**src/rtl/mcycle_control.sv**
```systemverilog
// -----------------------------------------------------------------------------
// mcycle_control
//   Main control unit of a multi-cycle MIPS-style datapath. This is a Moore
//   FSM: the 4-bit state register steps through each instruction's phases, and
//   every datapath strobe/select is decoded from that register alone.
//
//   Configuration macro: MCYCLE_ADDI_EN
//     - When defined, op=001000 (addi) goes DECODE->ADDIEX->ADDIWB->FETCH.
//     - When undefined, addi is treated as an unsupported op. ADDIEX and
//       ADDIWB then behave like encodings 12-15: all outputs are 0 and the
//       next state is FETCH.
//
// Ports
//   clk                  : clock; state updates on the rising edge
//   reset                : asynchronous active-high; forces FETCH at once
//   op[5:0]              : opcode from the instruction register
//   pcwrite, pcwritecond : PC write enable / conditional (branch) PC write
//   iord                 : memory address select (0 = PC, 1 = ALUOut)
//   memread, memwrite    : memory strobes
//   memtoreg             : register write-data select (1 = MDR)
//   irwrite              : instruction register load
//   alusrca              : ALU A select (0 = PC, 1 = rs)
//   regwrite, regdst     : register file write enable / dest select (1 = rd)
//   aluop1, aluop0       : ALU class: 00 add, 01 subtract, 10 R-type
//   alusrcb[1:0]         : ALU B select (00 rt, 01 const 4, 10 imm, 11 imm<<2)
//   pcsource[1:0]        : next-PC select (00 ALU, 01 ALUOut, 10 jump target)
//   state[3:0]           : current state encoding (debug/observation)
// -----------------------------------------------------------------------------
module mcycle_control (
  input  logic       clk,
  input  logic       reset,
  input  logic [5:0] op,
  output logic       pcwrite,
  output logic       pcwritecond,
  output logic       iord,
  output logic       memread,
  output logic       memwrite,
  output logic       memtoreg,
  output logic       irwrite,
  output logic       alusrca,
  output logic       regwrite,
  output logic       regdst,
  output logic       aluop1,
  output logic       aluop0,
  output logic [1:0] alusrcb,
  output logic [1:0] pcsource,
  output logic [3:0] state
);

  typedef enum logic [3:0] {
    S_FETCH  = 4'd0,
    S_DECODE = 4'd1,
    S_MEMADR = 4'd2,
    S_MEMRD  = 4'd3,
    S_MEMWB  = 4'd4,
    S_MEMWR  = 4'd5,
    S_EXEC   = 4'd6,
    S_RTWB   = 4'd7,
    S_BEQ    = 4'd8,
    S_JUMP   = 4'd9,
    S_ADDIEX = 4'd10,
    S_ADDIWB = 4'd11
  } state_t;

  localparam logic [5:0] OP_LW   = 6'b100011;
  localparam logic [5:0] OP_SW   = 6'b101011;
  localparam logic [5:0] OP_RTYP = 6'b000000;
  localparam logic [5:0] OP_BEQ  = 6'b000100;
  localparam logic [5:0] OP_J    = 6'b000010;
`ifdef MCYCLE_ADDI_EN
  localparam logic [5:0] OP_ADDI = 6'b001000;
`endif

  state_t     state_q, state_d;
  logic [1:0] aluop;

  // Next-state logic. Unused encodings (12-15, and the addi states when the
  // feature is off) fall into the default arm and return to FETCH.
  always_comb begin
    state_d = S_FETCH;
    case (state_q)
      S_FETCH:  state_d = S_DECODE;
      S_DECODE: begin
        case (op)
          OP_LW, OP_SW: state_d = S_MEMADR;
          OP_RTYP:      state_d = S_EXEC;
          OP_BEQ:       state_d = S_BEQ;
          OP_J:         state_d = S_JUMP;
`ifdef MCYCLE_ADDI_EN
          OP_ADDI:      state_d = S_ADDIEX;
`endif
          default:      state_d = S_FETCH;
        endcase
      end
      S_MEMADR: state_d = (op == OP_LW) ? S_MEMRD : S_MEMWR;
      S_MEMRD:  state_d = S_MEMWB;
      S_EXEC:   state_d = S_RTWB;
`ifdef MCYCLE_ADDI_EN
      S_ADDIEX: state_d = S_ADDIWB;
`endif
      default:  state_d = S_FETCH;
    endcase
  end

  always_ff @(posedge clk or posedge reset) begin
    if (reset) state_q <= S_FETCH;
    else       state_q <= state_d;
  end

  // Moore output decode. Because this reads the state register directly, the
  // FETCH values appear as soon as reset forces the register, with no edge.
  always_comb begin
    pcwrite     = 1'b0;
    pcwritecond = 1'b0;
    iord        = 1'b0;
    memread     = 1'b0;
    memwrite    = 1'b0;
    memtoreg    = 1'b0;
    irwrite     = 1'b0;
    alusrca     = 1'b0;
    regwrite    = 1'b0;
    regdst      = 1'b0;
    aluop       = 2'b00;
    alusrcb     = 2'b00;
    pcsource    = 2'b00;
    case (state_q)
      S_FETCH: begin
        memread = 1'b1;
        irwrite = 1'b1;
        alusrcb = 2'b01;
        pcwrite = 1'b1;
      end
      S_DECODE: alusrcb = 2'b11;
      S_MEMADR: begin
        alusrca = 1'b1;
        alusrcb = 2'b10;
      end
      S_MEMRD: begin
        memread = 1'b1;
        iord    = 1'b1;
      end
      S_MEMWR: begin
        memwrite = 1'b1;
        iord     = 1'b1;
      end
      S_MEMWB: begin
        regwrite = 1'b1;
        memtoreg = 1'b1;
      end
      S_EXEC: begin
        alusrca = 1'b1;
        aluop   = 2'b10;
      end
      S_RTWB: begin
        regwrite = 1'b1;
        regdst   = 1'b1;
      end
      S_BEQ: begin
        alusrca     = 1'b1;
        aluop       = 2'b01;
        pcwritecond = 1'b1;
        pcsource    = 2'b01;
      end
      S_JUMP: begin
        pcwrite  = 1'b1;
        pcsource = 2'b10;
      end
`ifdef MCYCLE_ADDI_EN
      S_ADDIEX: begin
        alusrca = 1'b1;
        alusrcb = 2'b10;
      end
      S_ADDIWB: regwrite = 1'b1;
`endif
      default: ;
    endcase
  end

  assign aluop1 = aluop[1];
  assign aluop0 = aluop[0];
  assign state  = state_q;

endmodule

```
**config.mk**
```make
export PLATFORM = sky130hd
export DESIGN_NAME = mcycle_control
export DESIGN_NICKNAME = d
export VERILOG_FILES = /design/src/rtl/mcycle_control.sv
export SDC_FILE = /design/constraint.sdc
export NUM_CORES = 1
export LEC_CHECK = 0
export ABC_AREA = 1
export BUFFER_PORTS_ARGS = -buffer_cell sky130_fd_sc_hd__buf_4
export CAP_MARGIN = 20
export CORE_MARGIN = 2
export CORE_UTILIZATION = 30
export CTS_CLUSTER_SIZE = 40
export DETAILED_ROUTE_END_ITERATION = 12
export HOLD_SLACK_MARGIN = 0.06
export MAX_ROUTING_LAYER = met4
export PLACE_DENSITY = 0.66
export REMOVE_ABC_BUFFERS = 1
export SLEW_MARGIN = 10
export SYNTH_ARGS = -nofsm -noshare
export SYNTH_HDL_FRONTEND = slang
export SYNTH_SLANG_ARGS = --single-unit
```
**constraint.sdc**
```tcl
create_clock -name clk -period 1.3 [get_ports clk]
set_clock_uncertainty 0.15 [all_clocks]
set_input_delay 0.065 -clock clk [delete_from_list [all_inputs] [get_ports clk]]
set_output_delay 0.065 -clock clk [all_outputs]
set_load 0.1 [all_outputs]
```
==> results.cfg, run 1 <==
[outcome]
status = stopped before the end
stop_stage = 5_1_grt
firstError = [ERROR DPL-0033] detailed placement checks failed during check placement.

[die]
die-height_um = 40.5
die_w_um = 40.5
pin_count = 28
initial_core_util = 0.316
std_cell_rows = 13

[synthesis]
synthCells = 70
ys_seq_area_frac = 0.250
ys_ff_latch = 4
netlist_area_um2 = 400
syn_avg_cell_area_um2 = 5.72
synth_cell_types = 16
yosys_warnings = 0

[global_route]
grt_max_degree = 7
antenna_found_initial = 0

[clock_tree]
htree_levels = 1
clock-root-buffer = clkbuf_4
numCtsBuffers = 3
clockBufferDepth = 2
cts.sinks = 4

[place]
io_buffers = 27
placed_cells = 121
gp_congestion = 0.735
dp_hpwl_um = 957

[sta]
endpoint_type = primary output
worst_endpoint = pcsource[0]
[logic make-up after synthesis]
kind of cell           count (synthesis)  synth area share
AND/OR/NAND/NOR                       43             0.494
AO/OA/AOI/OAI                          7            0.0969
buffers and inverters                 16             0.159
flip-flops                             4             0.250
[per-stage QoR]
stage               cell area, µm²  setup WS (ns)
CTS                           1070         -0.211
detailed placement             689        -0.0848
global placement               689        -0.0648
floorplan                      393          -2.59
[timing repair]
action                                  CTS
gates resized for setup                  72
setup buffers                             5
endpoints found under the setup margin   16
hold buffers                              7
hold endpoints to repair                  7
pin swaps                                 5
[Yosys cell counts]
library cell,number,share of area
buf_4,1,0.019
nand2_4,1,0.028
a21oi_1,1,0.012
nand2_2,2,0.031
o21ai_1,1,0.012
nand2_1,11,0.10
nand4_1,2,0.031
nand3_1,7,0.087
o21ai_0,4,0.050
inv_2,1,0.0094
nor2_1,18,0.17
dfrtp_1,4,0.25
a21oi_2,1,0.022
inv_1,14,0.13
nor2_4,1,0.028
nor2_2,1,0.016
==> inputs of run 2 (changes only) <==
--- a/config.mk
+++ b/config.mk
@@ -8,13 +8,10 @@
 export ABC_AREA = 1
 export BUFFER_PORTS_ARGS = -buffer_cell sky130_fd_sc_hd__buf_4
 export CAP_MARGIN = 20
-export CORE_MARGIN = 2
-export CORE_UTILIZATION = 30
-export CTS_CLUSTER_SIZE = 40
+export CORE_AREA = 2 2 63 65
 export DETAILED_ROUTE_END_ITERATION = 12
-export HOLD_SLACK_MARGIN = 0.06
-export MAX_ROUTING_LAYER = met4
-export PLACE_DENSITY = 0.66
+export DIE_AREA = 0 0 65 67
+export PLACE_DENSITY_LB_ADDON = 0.15
 export REMOVE_ABC_BUFFERS = 1
 export SLEW_MARGIN = 10
 export SYNTH_ARGS = -nofsm -noshare
==> results.cfg, run 2 <==
[sta]
hold_viol = 0
drv_slew = 0
finalWorstSetupSlack_ns = -0.194
setup_viol = 20
slew_headroom = 0.815
tightest_slew_ns = 0.279
rsz0062_at_grt = yes
final.period_utilization = 1.15
whs_ns = 0.0133
min_period_ns = 1.49
max_freq_ghz = 0.669

[place]
dpl_cell_area_um2 = 753
gp_congestion = 0.794
placed_cells = 157
dp_hpwl_mm = 1.17
io_buffers = 27

[worst_setup_path]
cp_cell_sequence = nor2_4 -> inv_4 -> a21oi_2 -> buf_8
slowest_delay_ns = 0.44
cp-end-kind = output port
crit_type = reg -> out
crit_path_start_kind = flop
r2r_start = state[0]$_DFF_PP0_
slowest_stage = dfrtp_2
required_ns = 1.09
crit_start = state[1]$_DFF_PP0_
path_max_fanout = 5
arrival_ns = 1.28
ff2ff_path_depth = 7

[synthesis]
synth.top_cell.area_share = 0.250
synth_cell_types = 16
yosys-top-cells-area = dfrtp_1 25%, nor2_1 17%, inv_1 13%
synth_edf_count = 0
yosysMostFrequentCell = nor2_1
synth_flop_cell = dfrtp_1
syn_avg_cell_area_um2 = 5.72
ys_top_cells_by_count = 18 x nor2_1, 14 x inv_1, 11 x nand2_1, 7 x nand3_1
netlist_area_um2 = 400
yosysTopAreaCell = dfrtp_1
yosys_warnings = 0
synthCells = 70
ys_ff_latch = 4
ys_seq_area_frac = 0.250
async_flop_share = 1.00

[route]
drt_iter0_drc = 19
wl_per_cell_um = 9.82
vias = 598
dr.pass1.iters = 3
routed_wl_mm = 1.65
route.detailed.drc = 0
via_per_inst = 3.56
ant_nets = 0

[clock_tree]
clock-root-buffer = clkbuf_8
clockBufferDepth = 2
cts.clk_slew.worst_paths_ns = 0.03
htree_levels = 1
cts.sinks = 4
clock_latency_ns = 0.22
numCtsBuffers = 3
tritoncts = done

[power]
p_sw_uw = 1380
swShare = 0.570
power.share.clock = 0.107
p_per_area_nw_per_um2 = 1980
power_frac_seq = 0.079
power_uw = 2420
peakVddDrop_mv = 0.768
leakage_uw = 0.000542
p_int_uw = 1040
p_comb_frac = 0.814

[global_route]
grt_pass1_vias = 606
grt.total_usage = 0.0870
antenna_found_initial = 0
use_met3 = 0.0203
grt_use_met2 = 0.159
grtUsageMet1 = 0.0889
grt_max_degree = 7
grt_pass1_wl_mm = 2.83
grt_most_used_layer = met2
overflow = 0

[final_layout]
syn_to_final_growth_pct = 204
layout.cells.non_filler = 168
nets = 130
final_common_cell = buf_4
fin_area_um2 = 1220
final_cell_mix = 25 x buf_4, 13 x buf_12, 9 x nor2_4, 9 x nor2_1, 8 x inv_1
drive_above_1_share = 0.683
insertedDiodeCount = 0
largest_reg_flops = 4

[die]
initial_core_util = 0.111
std_cell_rows = 22
die-area_um2 = 4360
core_area_um2 = 3610
die_w_um = 65
die-height_um = 67
pin_count = 28

[outcome]
violations = negative setup slack
status = finished with violations

[worst_hold_path]
worstHoldStart = op[2]
hold_depth = 3
min_path_type = in -> reg

[job]
drv_cap = 0
[run 2: cell counts after synthesis]
No cell type changed its count.
[run 2: cell families (layout without fill, tap and decap cells)]
family,count (synthesis),in the layout,synth area share
AO/OA/AOI/OAI,7,7,0.0969
buffers and inverters,16,66,0.159
flip-flops,4,4,0.250
AND/OR/NAND/NOR,43,43,0.494
[run 2: path summary, 6_finish.rpt]
kind | to | slack, ns
min | state[3]$_DFF_PP0_ | 0.01
max in group asynchronous | state[1]$_DFF_PP0_ | 0.70
max reg2reg | state[1]$_DFF_PP0_ | -0.11
min in group asynchronous | state[0]$_DFF_PP0_ | 0.15
max | regwrite | -0.19
min reg2reg | state[1]$_DFF_PP0_ | 0.67
[run 2: cell type report]
class	instances	area, µm²
Inverter	15	63.8
Fill cell	364	2390
Sequential cell	4	103
Timing Repair Buffer	48	562
Clock buffer	3	41.3
Tap cell	48	60.1
Multi-Input combinational cell	50	388
[run 2: worst max-delay path: cells and delay by family, from the launching register on]
family / cells / cell delay, ns
simple gates: 1 / 0.17
compound gates: 1 / 0.15
flops: 1 / 0.44
buf+inv: 2 / 0.29
[run 2: stage by stage]
stage                     utilization  setup WS, ns  TNS, ns
after CTS                       0.313        -0.171    -2.50
final                           0.338        -0.194    -2.57
after floorplan                     -         -2.59   -28.96
after global routing            0.338        -0.248    -3.93
after detailed placement        0.209       -0.0792   -0.354
after global placement          0.209       -0.0837   -0.394
[run 2: per-layer routing]
metal | up-vias | wire (µm)
li1 | 313 | -
met1 | 264 | 658
met2 | 21 | 908
met3 | 0 | 83
met4 | 0 | 0
met5 | - | 0
[run 2: repair_timing]
| action | CTS | global route |
|---|---|---|
| hold buffers | 2 | 0 |
| setup buffers | 5 | 2 |
| resized for setup | 78 | 20 |
| setup endpoints to repair | 18 | 22 |
| pin swaps | 5 | 4 |
| hold endpoints to repair | 5 | 0 |
[run 2: power groups by stage]
stage	Sequential, µW	Clock [µW]	Combinational [µW]
floorplan	325	0	851
global placement	170	0	1380
detailed placement	172	0	1370
CTS	190	265	1880
global route	197	277	2040
finish	190	260	1970
Note: power is estimated with default switching activity, not from simulation.
==> inputs of run 3 (changes only) <==
==> constraint.sdc (replaced) <==
create_clock -name clk -period 1.3 [get_ports clk]
set_clock_uncertainty 0.15 [all_clocks]
set_input_delay 0.065 -clock clk [delete_from_list [all_inputs] [get_ports clk]]
set_output_delay 0.065 -clock clk [all_outputs]
set_load 0.02 [all_outputs]
==> results.cfg, run 3 (synthesis results as in run 2) <==
[die]
die-area_um2 = 4360
initial_core_util = 0.111
die_w_um = 65
core_area_um2 = 3610
die-height_um = 67
std_cell_rows = 22
pin_count = 28

[clock_tree]
cts.sinks = 4
numCtsBuffers = 3
clock_latency_ns = 0.22
htree_levels = 1
tritoncts = done
clockBufferDepth = 2
clock-root-buffer = clkbuf_8
cts.clk_slew.worst_paths_ns = 0.03

[final_layout]
final_common_cell = buf_4
drive_above_1_share = 0.596
insertedDiodeCount = 0
largest_reg_flops = 4
fin_area_um2 = 886
final_cell_mix = 25 x buf_4, 13 x nor2_1, 10 x buf_6, 8 x inv_2
nets = 119
syn_to_final_growth_pct = 121

[power]
leakage_uw = 0.000442
peakVddDrop_mv = 0.240
p_per_area_nw_per_um2 = 1380

[route]
topRoutingLayerUsed = met4
dr.pass1.iters = 4
wl_met3_um = 123
wl_met1_um = 639
ant_nets = 0
wl_per_cell_um = 9.29
vias = 544
route.detailed.drc = 0
drt_iter0_drc = 12
met2WireLength_um = 653
via_per_inst = 3.46
routed_wl_mm = 1.46

[worst_setup_path]
arrival_ns = 1.18
path_max_fanout = 6
required_ns = 1.09
crit_path_start_kind = flop
crit_type = reg -> out
cp-end-kind = output port

[job]
drv_cap = 0

[sta]
min_period_ns = 1.40
final.period_utilization = 1.08
setup_tns_ns = -1.06
slew_headroom = 0.836
finalWorstSetupSlack_ns = -0.0983
drv_slew = 0
rsz0062_at_grt = yes
whs_ns = 0.00746
tightest_slew_ns = 0.245
hold_viol = 0
max_freq_ghz = 0.715
setup_viol = 17

[global_route]
grt.total_usage = 0.0766
grt_max_degree = 7
grt_pass1_vias = 551
overflow = 0
grt_pass1_wl_mm = 2.48
antenna_found_initial = 0

[outcome]
violations = negative setup slack
status = finished with violations

[place]
dp_hpwl_mm = 1.14
dpl_cell_area_um2 = 678
gp_congestion = 0.748
io_buffers = 27
dp_slack_ns = 0.0275

[worst_hold_path]
min_path_type = in -> reg
==> run 3: cell count changes in the layout (fill, tap and decap cells not counted), moves of 3 or more <==
cell	previous run	this run
inv_4	3	0
buf_6	7	10
nand2_2	1	4
nor2_1	9	13
inv_2	4	8
nand2_4	6	3
nor2_4	9	5
buf_12	13	0
o21ai_1	1	4
==> run 3: metrics by stage <==
step                total power [µW]  cells  utilization
floorplan                        535     69            -
CTS                             1220    156        0.235
global route                    1300    157        0.246
detailed placement               785    147        0.188
global placement                 786    147        0.188
finish                          1220    157        0.246
==> run 3: final timing paths <==
path,from,end,slack (ns),depth (start not counted)
setup / recovery,state[1]$_DFF_PP0_,alusrca,-0.1,4
hold / removal,op[2],state[3]$_DFF_PP0_,0.007,3
setup reg to reg,state[3]$_DFF_PP0_,state[3]$_DFF_PP0_,-0.02,6
hold reg to reg,state[3]$_DFF_PP0_,state[0]$_DFF_PP0_,0.50,3
max in group asynchronous,reset,state[1]$_DFF_PP0_,0.70,3
min in group asynchronous,reset,state[0]$_DFF_PP0_,0.14,3
==> run 3: metal layers <==
metal | vias to the layer above | GRT usage
met5 | - | 0
met4 | 0 | 0.0559
met3 | 4 | 0.0220
met2 | 26 | 0.124
met1 | 222 | 0.0859
li1 | 292 | -
==> run 3: final cells by class <==
cell class                 instances  area, µm²
clock buffer                       3       41.3
sequential                         4        103
fill                             411       2720
tap                               48       60.1
multi-input combinational         50        305
inverter                          15       56.3
timing repair buffer              37        320
==> run 3: timing repair <==
| action | 4_1_cts | 5_1_grt |
|---|---|---|
| gates resized for setup | 31 | 9 |
| endpoints found under the setup margin | 15 | 18 |
| pin swaps | 8 | 3 |
| hold buffers | 2 | 0 |
| buffers inserted | 4 | 1 |
| endpoints found under the hold margin | 5 | 0 |
==> run 3: power by group <==
group	switching, µW	total, µW	internal, µW
clock	61.9	259	197
combinational	427	758	331
sequential	55.3	205	149
==> run 3: critical path, stage by stage, from the launching register on <==
cell,delay [ns]
dfrtp_2,0.47
nor2_4,0.15
inv_2,0.07
o21ai_1,0.12
buf_4,0.15
